**src/rtl/ssd_scan_ctrl.sv**
```systemverilog
// ssd_scan_ctrl: scan controller for a 4-digit common-anode seven-segment display.
// It feeds one shared BCD decoder through 'bin', drives the active-low digit
// enables and blanks every digit for GUARD cycles at the start of each slot.
// New values are staged and only reach the displayed image at a frame boundary,
// or straight away while scanning is paused.
// Optional feature: define LZB_EN to enable leading-zero blanking.

module ssd_scan_ctrl #(
  parameter int SCAN_CNT = 100000,  // clk cycles per digit slot
  parameter int GUARD    = 16,      // dark cycles at the start of each slot
  parameter int CW       = 17       // slot counter width, 2**CW >= SCAN_CNT
) (
  input  logic        clk,
  input  logic        rst,
  input  logic        en,
  input  logic        load,
  input  logic [15:0] din,
  output logic        load_ack,
  output logic [3:0]  bin,
  output logic [3:0]  ssd_ctl,
  output logic        frame_tick
);

  // Reject parameter sets the counter and guard logic cannot support.
  if (SCAN_CNT < 4) begin : g_bad_scan_cnt
    $error("ssd_scan_ctrl: SCAN_CNT must be at least 4");
  end
  if ((GUARD < 0) || (GUARD >= SCAN_CNT)) begin : g_bad_guard
    $error("ssd_scan_ctrl: GUARD must satisfy 0 <= GUARD < SCAN_CNT");
  end
  if ((64'd1 << CW) < 64'(SCAN_CNT)) begin : g_bad_cw
    $error("ssd_scan_ctrl: CW is too narrow for SCAN_CNT");
  end

  // Slot 0 is the rightmost digit, slot 3 the leftmost.
  typedef enum logic [1:0] {
    SLOT0 = 2'd0,
    SLOT1 = 2'd1,
    SLOT2 = 2'd2,
    SLOT3 = 2'd3
  } slot_t;

  localparam logic [CW-1:0] CNT_LAST  = CW'(SCAN_CNT - 1);
  localparam logic [CW-1:0] CNT_GUARD = CW'(GUARD);

  // Registered state.
  logic [CW-1:0] cnt;
  slot_t         slot;
  logic [15:0]   active;   // image currently shown
  logic [15:0]   pend;     // staged image waiting for a commit
  logic          pend_v;

  // Next-state values.
  logic [CW-1:0] cnt_nxt;
  slot_t         slot_nxt;
  logic [15:0]   active_nxt;
  logic [15:0]   pend_nxt;
  logic          pend_v_nxt;
  logic [3:0]    bin_nxt;
  logic [3:0]    ssd_ctl_nxt;
  logic          load_ack_nxt;
  logic          frame_tick_nxt;

  // Decode helpers.
  logic slot_end;    // last cycle of a slot while scanning
  logic frame_end;   // last cycle of slot 3 while scanning
  logic commit;      // this edge may move staged data into the image
  logic blank;       // current slot is suppressed as a leading zero
  logic lit;         // current slot's digit is driven on the next edge

`ifdef LZB_EN
  // A slot is blank when its nibble and every nibble to its left are zero;
  // the rightmost digit always shows so a zero value reads as "0".
  always_comb begin
    blank = 1'b0;
    unique case (slot)
      SLOT1:   blank = (active[15:4]  == 12'h000);
      SLOT2:   blank = (active[15:8]  == 8'h00);
      SLOT3:   blank = (active[15:12] == 4'h0);
      default: blank = 1'b0;
    endcase
  end
`else
  // Leading zeros are displayed like any other digit.
  assign blank = 1'b0;
`endif

  // Next-state and registered-output computation for the scan sequencer.
  always_comb begin
    // NOTE: every signal written here gets a default first, so no path leaves
    // a value unassigned and no latch is inferred.
    cnt_nxt        = cnt;
    slot_nxt       = slot;
    active_nxt     = active;
    pend_nxt       = pend;
    pend_v_nxt     = pend_v;
    load_ack_nxt   = 1'b0;
    frame_tick_nxt = 1'b0;

    slot_end  = en && (cnt == CNT_LAST);
    frame_end = slot_end && (slot == SLOT3);
    // A paused display shows nothing, so a commit cannot tear a frame.
    commit    = frame_end || !en;

    // Slot counter: advance only while scanning, hold while paused.
    if (en) begin
      if (slot_end) begin
        cnt_nxt = '0;
        unique case (slot)
          SLOT0: slot_nxt = SLOT1;
          SLOT1: slot_nxt = SLOT2;
          SLOT2: slot_nxt = SLOT3;
          SLOT3: slot_nxt = SLOT0;
        endcase
      end else begin
        cnt_nxt = cnt + 1'b1;
      end
    end

    frame_tick_nxt = frame_end;

    // Staging and commit. A load coinciding with a commit bypasses the
    // staging register so the newest value is never lost.
    if (commit) begin
      if (load) begin
        active_nxt   = din;
        pend_v_nxt   = 1'b0;
        load_ack_nxt = 1'b1;
      end else if (pend_v) begin
        active_nxt   = pend;
        pend_v_nxt   = 1'b0;
        load_ack_nxt = 1'b1;
      end
    end else if (load) begin
      pend_nxt   = din;
      pend_v_nxt = 1'b1;
    end

    // The decoder input follows the slot and the image on the same edge.
    bin_nxt = active_nxt[{slot_nxt, 2'b00} +: 4];

    // Digit enable comes from the present count, so a new slot stays dark
    // until the count has passed the guard interval.
    lit         = en && (cnt >= CNT_GUARD) && !blank;
    ssd_ctl_nxt = lit ? ~(4'b0001 << slot) : 4'b1111;
  end

  // State and output registers with synchronous reset.
  always_ff @(posedge clk) begin
    // NOTE: sequential state uses non-blocking assignments so every register
    // samples the pre-edge values, independent of statement order.
    if (rst) begin
      cnt        <= '0;
      slot       <= SLOT0;
      active     <= '0;
      pend       <= '0;
      pend_v     <= 1'b0;
      bin        <= 4'h0;
      ssd_ctl    <= 4'b1111;
      load_ack   <= 1'b0;
      frame_tick <= 1'b0;
    end else begin
      cnt        <= cnt_nxt;
      slot       <= slot_nxt;
      active     <= active_nxt;
      pend       <= pend_nxt;
      pend_v     <= pend_v_nxt;
      bin        <= bin_nxt;
      ssd_ctl    <= ssd_ctl_nxt;
      load_ack   <= load_ack_nxt;
      frame_tick <= frame_tick_nxt;
    end
  end

endmodule

```
**config.mk**
```make
export PLATFORM = sky130hd
export DESIGN_NAME = ssd_scan_ctrl
export DESIGN_NICKNAME = d
export VERILOG_FILES = /design/src/rtl/ssd_scan_ctrl.sv
export SDC_FILE = /design/constraint.sdc
export NUM_CORES = 1
export LEC_CHECK = 0
export CAP_MARGIN = 10
export CORE_MARGIN = 2
export CORE_UTILIZATION = 50
export CTS_CLUSTER_DIAMETER = 50
export DETAILED_ROUTE_END_ITERATION = 10
export HOLD_SLACK_MARGIN = 0.03
export PLACE_DENSITY_LB_ADDON = 0.25
export SETUP_SLACK_MARGIN = 0.02
export SYNTH_ARGS = -nofsm -noshare
export SYNTH_HDL_FRONTEND = slang
export SYNTH_SLANG_ARGS = --single-unit
```
**constraint.sdc**
```tcl
create_clock -name clk -period 3.4 [get_ports clk]
set_input_delay 0.51 -clock clk [delete_from_list [all_inputs] [get_ports clk]]
set_output_delay 0.51 -clock clk [all_outputs]
set_load 0.01 [all_outputs]
```
[Yosys cells after proc, flatten, opt, wreduce, memory -nomap -nowiden]
Cells that the tools add are included.
Cells by class
  mux-type cells: 9
  add/subtract/negate cells: 1
  shift-type cells: 2
  bitwise logic cells: 3
  equality and inequality tests: 4
  magnitude comparators: 1
  reductions and logical operators: 10
Operators by type and width (number)
  16-bit two-way mux: 3
  17-bit by 1-bit adder with 17-bit output, second input constant: 1
  17-bit == test, second input constant: 1
  17-bit by 5-bit >= comparator with 1-bit output, second input constant: 1
  17-bit two-way mux: 1
  16-bit by 5-bit variable part select with 4-bit output: 1
  2-bit one-hot mux with 4 select lines: 1
  2-bit OR reduction: 3
  2-bit == test, second input constant: 2
  2-bit two-way mux: 2
  4-bit inverter: 1
  1-bit by 2-bit left shift with 4-bit output, first input constant: 1
  1-bit logical AND: 3
  2-bit by 1-bit == test with 1-bit output, second input constant: 1
  2-bit zero test: 1
  1-bit two-way mux: 2
  1-bit inverter: 2
  2-bit AND reduction: 1
  1-bit zero test: 1
  1-bit logical OR: 1
Storage, ports and cells
  word-level logic and storage cells: 39
  bits of input ports: 20
  bits in registers: 62

[Depth between registers and ports, before layout]
  depth in word-level cells: 6
  depth in mapped cells: 10
  depth with buffers taken out: 7

[Worst setup path before layout]
OpenSTA, ideal clock, no wires.
  kind: input -> register
  from: input port en
  to: register bin[0]
  arrival time: 2.397 ns
  setup slack: 0.876 ns
  stages on the path: 10
  path through: buf_4 > and3_4 > nand3_2 > or3_1 > buf_6 > mux2_4 > buf_6 > mux2i_1 > a2111oi_0 > or3_1
On the way
  cells in the longest elaborated chain, start to end: 5
  elaborated cells on any way between the ends: 8
  those cells by class: shift: 1; mux: 3; reduce/logical: 4
Ends and longest elaborated chain
  start: declaration: line 15  | input logic en,
  1-bit logical AND: line 100  | slot_end = en && (cnt == CNT_LAST);
  1-bit logical AND: line 101  | frame_end = slot_end && (slot == SLOT3);
  1-bit logical OR: line 103  | commit = frame_end || !en;
  16-bit two-way mux: line 124  | if (commit) begin
  16-bit by 5-bit variable part select with 4-bit output (*): line 140  | bin_nxt = active_nxt[{slot_nxt, 2'b00} +: 4];
  end signal: assignment: line 168  | bin <= bin_nxt;
  end: declaration: line 19  | output logic [3:0] bin,
Mark *: on every way between the ends. The rest lies on a longest branch, timed or not.
A chain may end at the register's enable or synchronous reset.

[Final worst setup path]
  from: input port en
  to: register bin[3]
Same word-level chain as after synthesis.

==> results.json <==
{
  "result_of_the_run": "completed",
  "initial_antenna_violation_count": 0,
  "netlist_area_mm2": 0.002779,
  "layout_min_cycle_time_ns": 2.738,
  "power_switching_uw": 367.2,
  "most_frequent_standard_cell_in_the_layout_excluding_fill_and_tap_cells": "sky130_fd_sc_hd__dfxtp_1",
  "top_level_ports": 30,
  "proportion_of_synthesized_area_in_mux_cells_pct": 3.512,
  "floorplan.initialDensity_pct": 51.09,
  "total_of_warnings_raised_by_yosys": 0,
  "num_antenna_cells": 0,
  "chipWidth_um": 78.55,
  "internal_power_mw": 1.191,
  "synth_xor_area_share_pct": 4.097,
  "drt-total-wl_mm": 5.977,
  "root_driver": "sky130_fd_sc_hd__clkbuf_8",
  "synthCells": 330,
  "synth-edff-count": 0,
  "synth-seq-cells": 62,
  "placement.cell_area_mm2": 0.003132,
  "cpMaxStageDelayCell": "sky130_fd_sc_hd__or3_1",
  "max_clock_freq_mhz": 365.2,
  "hold_viol": 0,
  "dp_hpwl_mm": 4.275,
  "grt_setup_unrepaired": "false",
  "worstMarginPinSlew_ns": 0.6828,
  "synth_flop_cell": "sky130_fd_sc_hd__dfxtp_1",
  "most-common-layout-cells": "62 x sky130_fd_sc_hd__dfxtp_1, 44 x sky130_fd_sc_hd__nand2_1, 35 x sky130_fd_sc_hd__nor2_1, 29 x sky130_fd_sc_hd__clkdlybuf4s50_1, 27 x sky130_fd_sc_hd__nand3_1",
  "timing.critical_path.cells": "clkdlybuf4s50_1 > and3_4 > nand3_2 > or3_1 > mux2i_4 > mux2i_1 > a2111oi_0 > or3_1",
  "synth_top_cell_area_share_pct": 44.66,
  "switching_share_pct": 23.56,
  "synth.area.top_cells": "sky130_fd_sc_hd__dfxtp_1 45%, sky130_fd_sc_hd__nand2_1 5.9%, sky130_fd_sc_hd__nand3_1 4.9%",
  "startpoint_type": "input port",
  "post_synthesis_compound_gate_area_fraction_pct": 13.51,
  "area.growth.synth_to_final_pct": 19.90,
  "setup_viol": 0,
  "power_frac_seq_pct": 49.3,
  "max-vdd-ir-drop_uv": 254.6,
  "worstSkewPairLatency_ns": 0.34,
  "worst_setup_hold_path_clk_slew_ns": 0.06,
  "synth_area_leader": "sky130_fd_sc_hd__dfxtp_1",
  "setup_tns_ns": 0,
  "cts_buffers": 9,
  "post-route-drc-count": 0,
  "leakage_nw": 1.253,
  "cts_tree": "yes",
  "globalRouteOverflowTotal": 0,
  "wire_length_of_the_first_global_routing_pass_mm": 10.32,
  "finalClockSkew_ns": 0.008176,
  "cts-root-to-sink-buffers": 2,
  "floorplan.die.height_um": 78.55,
  "total_routing_resource_utilization_after_global_routing_pct": 21.30,
  "clkPwrFrac_pct": 41.9,
  "flop2flop_setup_slack_ns": 0.78,
  "cts_resized": 0,
  "postSynthNetCount": 357,
  "cts_sinks": 62,
  "dominant_combinational_cell_family_by_area_after_synthesis": "simple AND/OR/NAND/NOR gates",
  "cts_htree_levels": 3,
  "avgSynthCellArea_um2": 8.421,
  "std_cell_rows": 27,
  "drv_cap": 0,
  "finalInstanceArea_mm2": 0.003332,
  "place_congestion": 0.7915,
  "postCtsSetupRepairBufs": 0,
  "cpMostUsedCell": "sky130_fd_sc_hd__or3_1",
  "first_global_vias": 2237,
  "routedWlPerCell_um": 13.74,
  "max_stage_delay_ns": 0.56,
  "period_share_pct": 80.53,
  "postRouteAntennaNets": 0,
  "dp.cells": 419,
  "largest_net_degree_at_the_start_of_global_routing": 22,
  "full_die_area_mm2": 0.006170,
  "synth_adder_area_share_pct": 3.152,
  "via_count": 2384,
  "synth-async-reset-ratio_pct": 0,
  "final_cell_count_no_fill": 435,
  "timing.setup.critical_path_class": "in2reg",
  "combPwrFrac_pct": 8.9,
  "worst_setup_path_end_kind": "register",
  "total_power_mw": 1.558,
  "cts_hold_buffers": 0,
  "drive_above_1_share_pct": 7.989,
  "core_region_area_mm2": 0.005439,
  "crit_arrival_ns": 2.95,
  "cp.required_ns": 3.62,
  "path_max_fanout": 9,
  "synth_sequential_area_ratio_pct": 44.66,
  "placement.io_buffers": 29,
  "post_synth_num_cell_types": 43,
  "area_share_of_and_or_nand_nor_cells_after_synthesis_pct": 26.83,
  "power_density_mw_per_mm2": 467.7,
  "routed_via_density": 5.480,
  "timing.slew.headroom_pct": 54.34,
  "firstDrtPassIters": 4,
  "drt_iter0_drc": 98,
  "maxSlewViolCount": 0,
  "hp-class": "reg2reg",
  "finalNetCount": 385
}
==> state kept, by name, indices dropped and copies added, names as in the netlist <==
name and cells:
ssd_ctl 4, slot 2, pend_v 1, frame_tick 1
pend 16, load_ack 1, active 16, cnt 17
bin 4
==> metrics by stage <==
| step | utilization [%] | worst slack [ns] | hold slack [ns] |
|---|---|---|---|
| floorplan | - | 0.8756 | 0.4365 |
| global placement | 57.58 | 0.4174 | 0.4420 |
| global route | 61.26 | 0.4942 | 0.4784 |
| finish | 61.26 | 0.6619 | 0.4563 |
| CTS | 61.26 | 0.6662 | 0.4578 |
| detailed placement | 57.58 | 0.3175 | 0.4485 |
==> power by group through the flow <==
stage          registers [mW]  logic [mW]  clock network, mW
6_report                0.768       0.138              0.652
2_1_floorplan           0.780      0.0824                  0
3_3_place_gp            0.783       0.137                  0
4_1_cts                 0.768       0.139              0.667
5_1_grt                 0.770       0.154              0.712
3_5_place_dp            0.784       0.139                  0
==> Yosys cell counts, types with 4 or more instances <==
library cell and instances:
sky130_fd_sc_hd__dfxtp_1 62, sky130_fd_sc_hd__nand2_1 44, sky130_fd_sc_hd__nor2_1 35, sky130_fd_sc_hd__nand3_1 27, sky130_fd_sc_hd__a21oi_1 21, sky130_fd_sc_hd__clkbuf_1 12, sky130_fd_sc_hd__o21ai_0 12, sky130_fd_sc_hd__nor3b_1 11
sky130_fd_sc_hd__xor2_1 11, sky130_fd_sc_hd__nor4_1 8, sky130_fd_sc_hd__ha_1 7, sky130_fd_sc_hd__o22ai_1 7, sky130_fd_sc_hd__inv_1 6, sky130_fd_sc_hd__mux2i_1 6, sky130_fd_sc_hd__or3_1 6, sky130_fd_sc_hd__and3_1 5
sky130_fd_sc_hd__nor3_1 5, sky130_fd_sc_hd__buf_1 4
==> path summary, 6_finish.rpt <==
| kind | startpoint | to | cells after the start |
|---|---|---|---|
| setup / recovery | en | bin[3]$_SDFF_PP0_ | 8 |
| hold / removal | pend[8]$_SDFFE_PP0P_ | pend[8]$_SDFFE_PP0P_ | 2 |
| setup reg to reg | cnt[14]$_SDFFE_PP0P_ | bin[3]$_SDFF_PP0_ | 7 |
| hold reg to reg | pend[8]$_SDFFE_PP0P_ | pend[8]$_SDFFE_PP0P_ | 2 |
==> layer usage <==
| layer | share of wire, % | GRT usage (%) |
|---|---|---|
| met3 | 3.3 | 4.368 |
| met1 | 46 | 25.79 |
| met4 | 1.3 | 12.28 |
| met2 | 49 | 34.96 |
| met5 | 0 | 0 |
==> final cells by class <==
type / instances / area, um^2
multi-input cells: 242 / 1428
flip-flops and latches: 62 / 1241
fillers: 504 / 2107
well taps: 72 / 90.09
clock buffers: 12 / 155.1
inverters: 6 / 22.52
clock inverters: 4 / 45.04
repair buffers: 37 / 350.3
==> worst max-delay path, delay by kind of cell <==
kind                   cells  cell delay (ns)
AND/OR/NAND/NOR            4             1.23
multiplexers               2             0.62
AO/OA/AOI/OAI              1             0.12
buffers and inverters      1             0.48
==> cell families after synthesis <==
group | after synthesis
compound gates | 61
xor+xnor | 13
fa+ha+maj | 7
buf+inv | 26
flops | 62
mux | 8
simple gates | 153
No activity file was read; power rests on OpenSTA's default activity.
==> patch, RTL diff (config.mk and constraints unchanged) <==
The parameter `CW` goes from 17 to 19.
--- a/src/rtl/ssd_scan_ctrl.sv
+++ b/src/rtl/ssd_scan_ctrl.sv
@@ -8,7 +8,7 @@
 module ssd_scan_ctrl #(
   parameter int SCAN_CNT = 100000,  // clk cycles per digit slot
   parameter int GUARD    = 16,      // dark cycles at the start of each slot
-  parameter int CW       = 17       // slot counter width, 2**CW >= SCAN_CNT
+  parameter int CW       = 19       // slot counter width, 2**CW >= SCAN_CNT
 ) (
   input  logic        clk,
   input  logic        rst,
Behaviour: no difference found for any inputs over 10 cycles, from zero or initial values and one cycle with rst high; that may be too few to reach the edited logic, so the function may still have changed.
==> patch against the unedited design <==
  * Maximum frequency grew 2.1%
  * Routed wire length grew 3.5%
  * Critical path depth is the same
  * Worst setup slack gained 0.056 ns
  * Final area grew 8.4%
  * First-iteration DRC count grew 14%
  * Count of clock-buffer cells in the layout shrank 1
  * Largest power group unchanged
  * Sequential cell count grew 2
  * Critical path type unchanged
  * Total power grew 9.4%
  * Area after synthesis grew 11%
  * Combinational power grew 34%
==> patch: results (changes against the unedited design) <==
clock_tree:
  cts_setup_buffers: 0  # unchanged
  root_buffer: "clkbuf_8"  # unchanged
  path_clk_slew_ns: 0.07
  clock_latency_ns: 0.34  # about the same
  cts_buffer_depth: 2  # unchanged
  numCtsBuffers: 9  # unchanged
  cts_max_level: 3  # unchanged
  post_cts_resized: 0  # unchanged
worst_hold_path:
  hold_class: "reg2reg"  # unchanged
yosys:
  synth_compound_area_frac: 0.173  # was 0.135
  synth_area_leaders: "dfxtp_1 (42%), nor2_1 (7.0%), mux2i_1 (5.5%)"  # was dfxtp_1 (45%), nand2_1 (5.9%), nand3_1 (4.9%)
  synthMuxAreaShare: 0.0883  # was 0.0351
  synthAdderAreaFrac: 0.0285  # was 0.0315
  ys_seq_area_frac: 0.417  # was 0.447
  synthCells: 327  # was 330
  ys_top_cells_by_count: "dfxtp_1 (64), nor2_1 (57), inv_1 (25)"  # was dfxtp_1 (62), nand2_1 (44), nor2_1 (35)
  synth.distinct_cells: 38  # was 43
  async_flop_share: 0  # unchanged
  synth-xor-area-share: 0.0484  # was 0.0410
  syn_nets: 354  # was 357
  ys_warn_count: 0  # unchanged
  synth_edf_count: 0  # unchanged
placement:
  gp_congestion: 0.753  # was 0.792
  place_inst: 415  # was 419
  port-buffer-count: 29  # unchanged
  hpwlAfterDp_um: 4140  # was 4280 um
global_routing:
  grt_max_degree: 43  # was 22
  grt_usage: 0.201  # was 0.213
  use_met1: 0.248  # was 0.258
  grt_pass1_wl_um: 10200  # was 10300 um
  grt_pass1_vias: 2222  # was 2237
  use_met3: 0.0424  # was 0.0437
  overflow: 0  # unchanged
  antenna_found_initial: 0  # unchanged
  met2_usage: 0.334  # was 0.350
setup_path:
  crit_family: "multiplexers"  # was simple AND/OR/NAND/NOR gates
  crit_arrival_ns: 2.95  # about the same
  crit_path_top_delay_cell: "clkdlybuf4s50_1"  # was or3_1
  max_stage_delay_ns: 0.48  # was 0.56 ns
  worstPathMaxFanout: 27  # was 9
cells_and_area:
  drive_gt1_frac: 0.118  # was 0.0799
  reg_top3: "cnt: 19 flops, active: 16 flops, pend: 16 flops"  # was cnt: 17 flops, active: 16 flops, pend: 16 flops
  finalNetCount: 378  # was 385
  regMostFlops: "cnt"  # unchanged
  diodes: 0  # unchanged
  fill_cells: 518  # was 504
sta:
  hold_viol_final: 0  # unchanged
  fin_skew_ns: 0.00713  # was 0.00818 ns
  worstMarginPinSlew_ns: 0.718  # was 0.683 ns
detailed_routing:
  vias_per_cell: 5.45  # was 5.48
  drt-pass1-iter-count: 4  # unchanged
  routed_wl_um: 6190  # was 5980 um
  drt_iter0_markers: 112  # was 98
  wl_per_cell_um: 14.4  # was 13.7 um
pwr:
  vdd_drop_max_mv: 0.431  # was 0.255 mV
  leakagePower_nw: 1.47  # was 1.25 nW
run_status:
  status: "complete, no violations"  # unchanged
-- patch: cell types whose count changed after synthesis, moves of 16 or more --
| cell | unedited run | this run |
|---|---|---|
| a21oi_1 | 21 | 2 |
| a2bb2oi_1 | 0 | 16 |
| inv_1 | 6 | 25 |
| nand2_1 | 44 | 13 |
| nand3_1 | 27 | 6 |
| nor2_1 | 35 | 57 |
| o22a_1 | 0 | 16 |
-- patch: metrics by stage --
step                      setup WS (ns)  cell area (um^2)   util  hold WS, ns
final                             0.718              3610  0.610        0.497
after CTS                         0.730              3610  0.610        0.504
after global placement            0.374              3390  0.572        0.476
after detailed placement          0.380              3390  0.572        0.488
after floorplan                    1.04              3080      -        0.464
after global routing              0.563              3610  0.610        0.522
-- patch: worst register-to-register path, cell delays in order, from the launching register on --
cell and delay (ns):
dfxtp_1 0.41, ha_1 0.25, nand2_1 0.19, or4_1 0.55
buf_4 0.24, nand3_4 0.31, mux2i_1 0.24, nor2_1 0.06
-- patch: logic make-up after synthesis --
kind of cell,count (synthesis)
multiplexers,26
buffers and inverters,46
adder cells (fa/ha/maj),7
XOR/XNOR,17
flip-flops,64
AO/OA/AOI/OAI,55
AND/OR/NAND/NOR,112
-- patch: final timing paths --
kind	start	end	slack (ns)	cells past startpoint
worst max-delay path	en	bin[2]	0.72	8
worst min-delay path	pend[14]	pend[14]	0.50	2
worst max register to register	cnt[0]	pend[9]	1.01	7
worst min register to register	pend[14]	pend[14]	0.50	2
-- patch: area by class of cell --
class                      instances  area share
multi-input combinational        217       0.441
clock buffer                      11      0.0392
timing repair buffer              34      0.0908
sequential                        64       0.355
clock inverter                     5      0.0222
inverter                          25      0.0260
tap                               75      0.0260
-- patch: routing by layer --
layer / up-vias / routed length, um / share of wire
met5: - / 0 / 0
met4: 0 / 110 / 0.018
met3: 9 / 160 / 0.026
met2: 34 / 2960 / 0.48
met1: 1102 / 2950 / 0.48
li1: 1204 / - / -
-- patch: power by group --
group / switching (mW) / total [mW] / internal, mW
logic: 0.0886 / 0.185 / 0.0962
clock network: 0.294 / 0.725 / 0.432
registers: 0.0166 / 0.795 / 0.778
total: 0.399 / 1.70 / 1.31
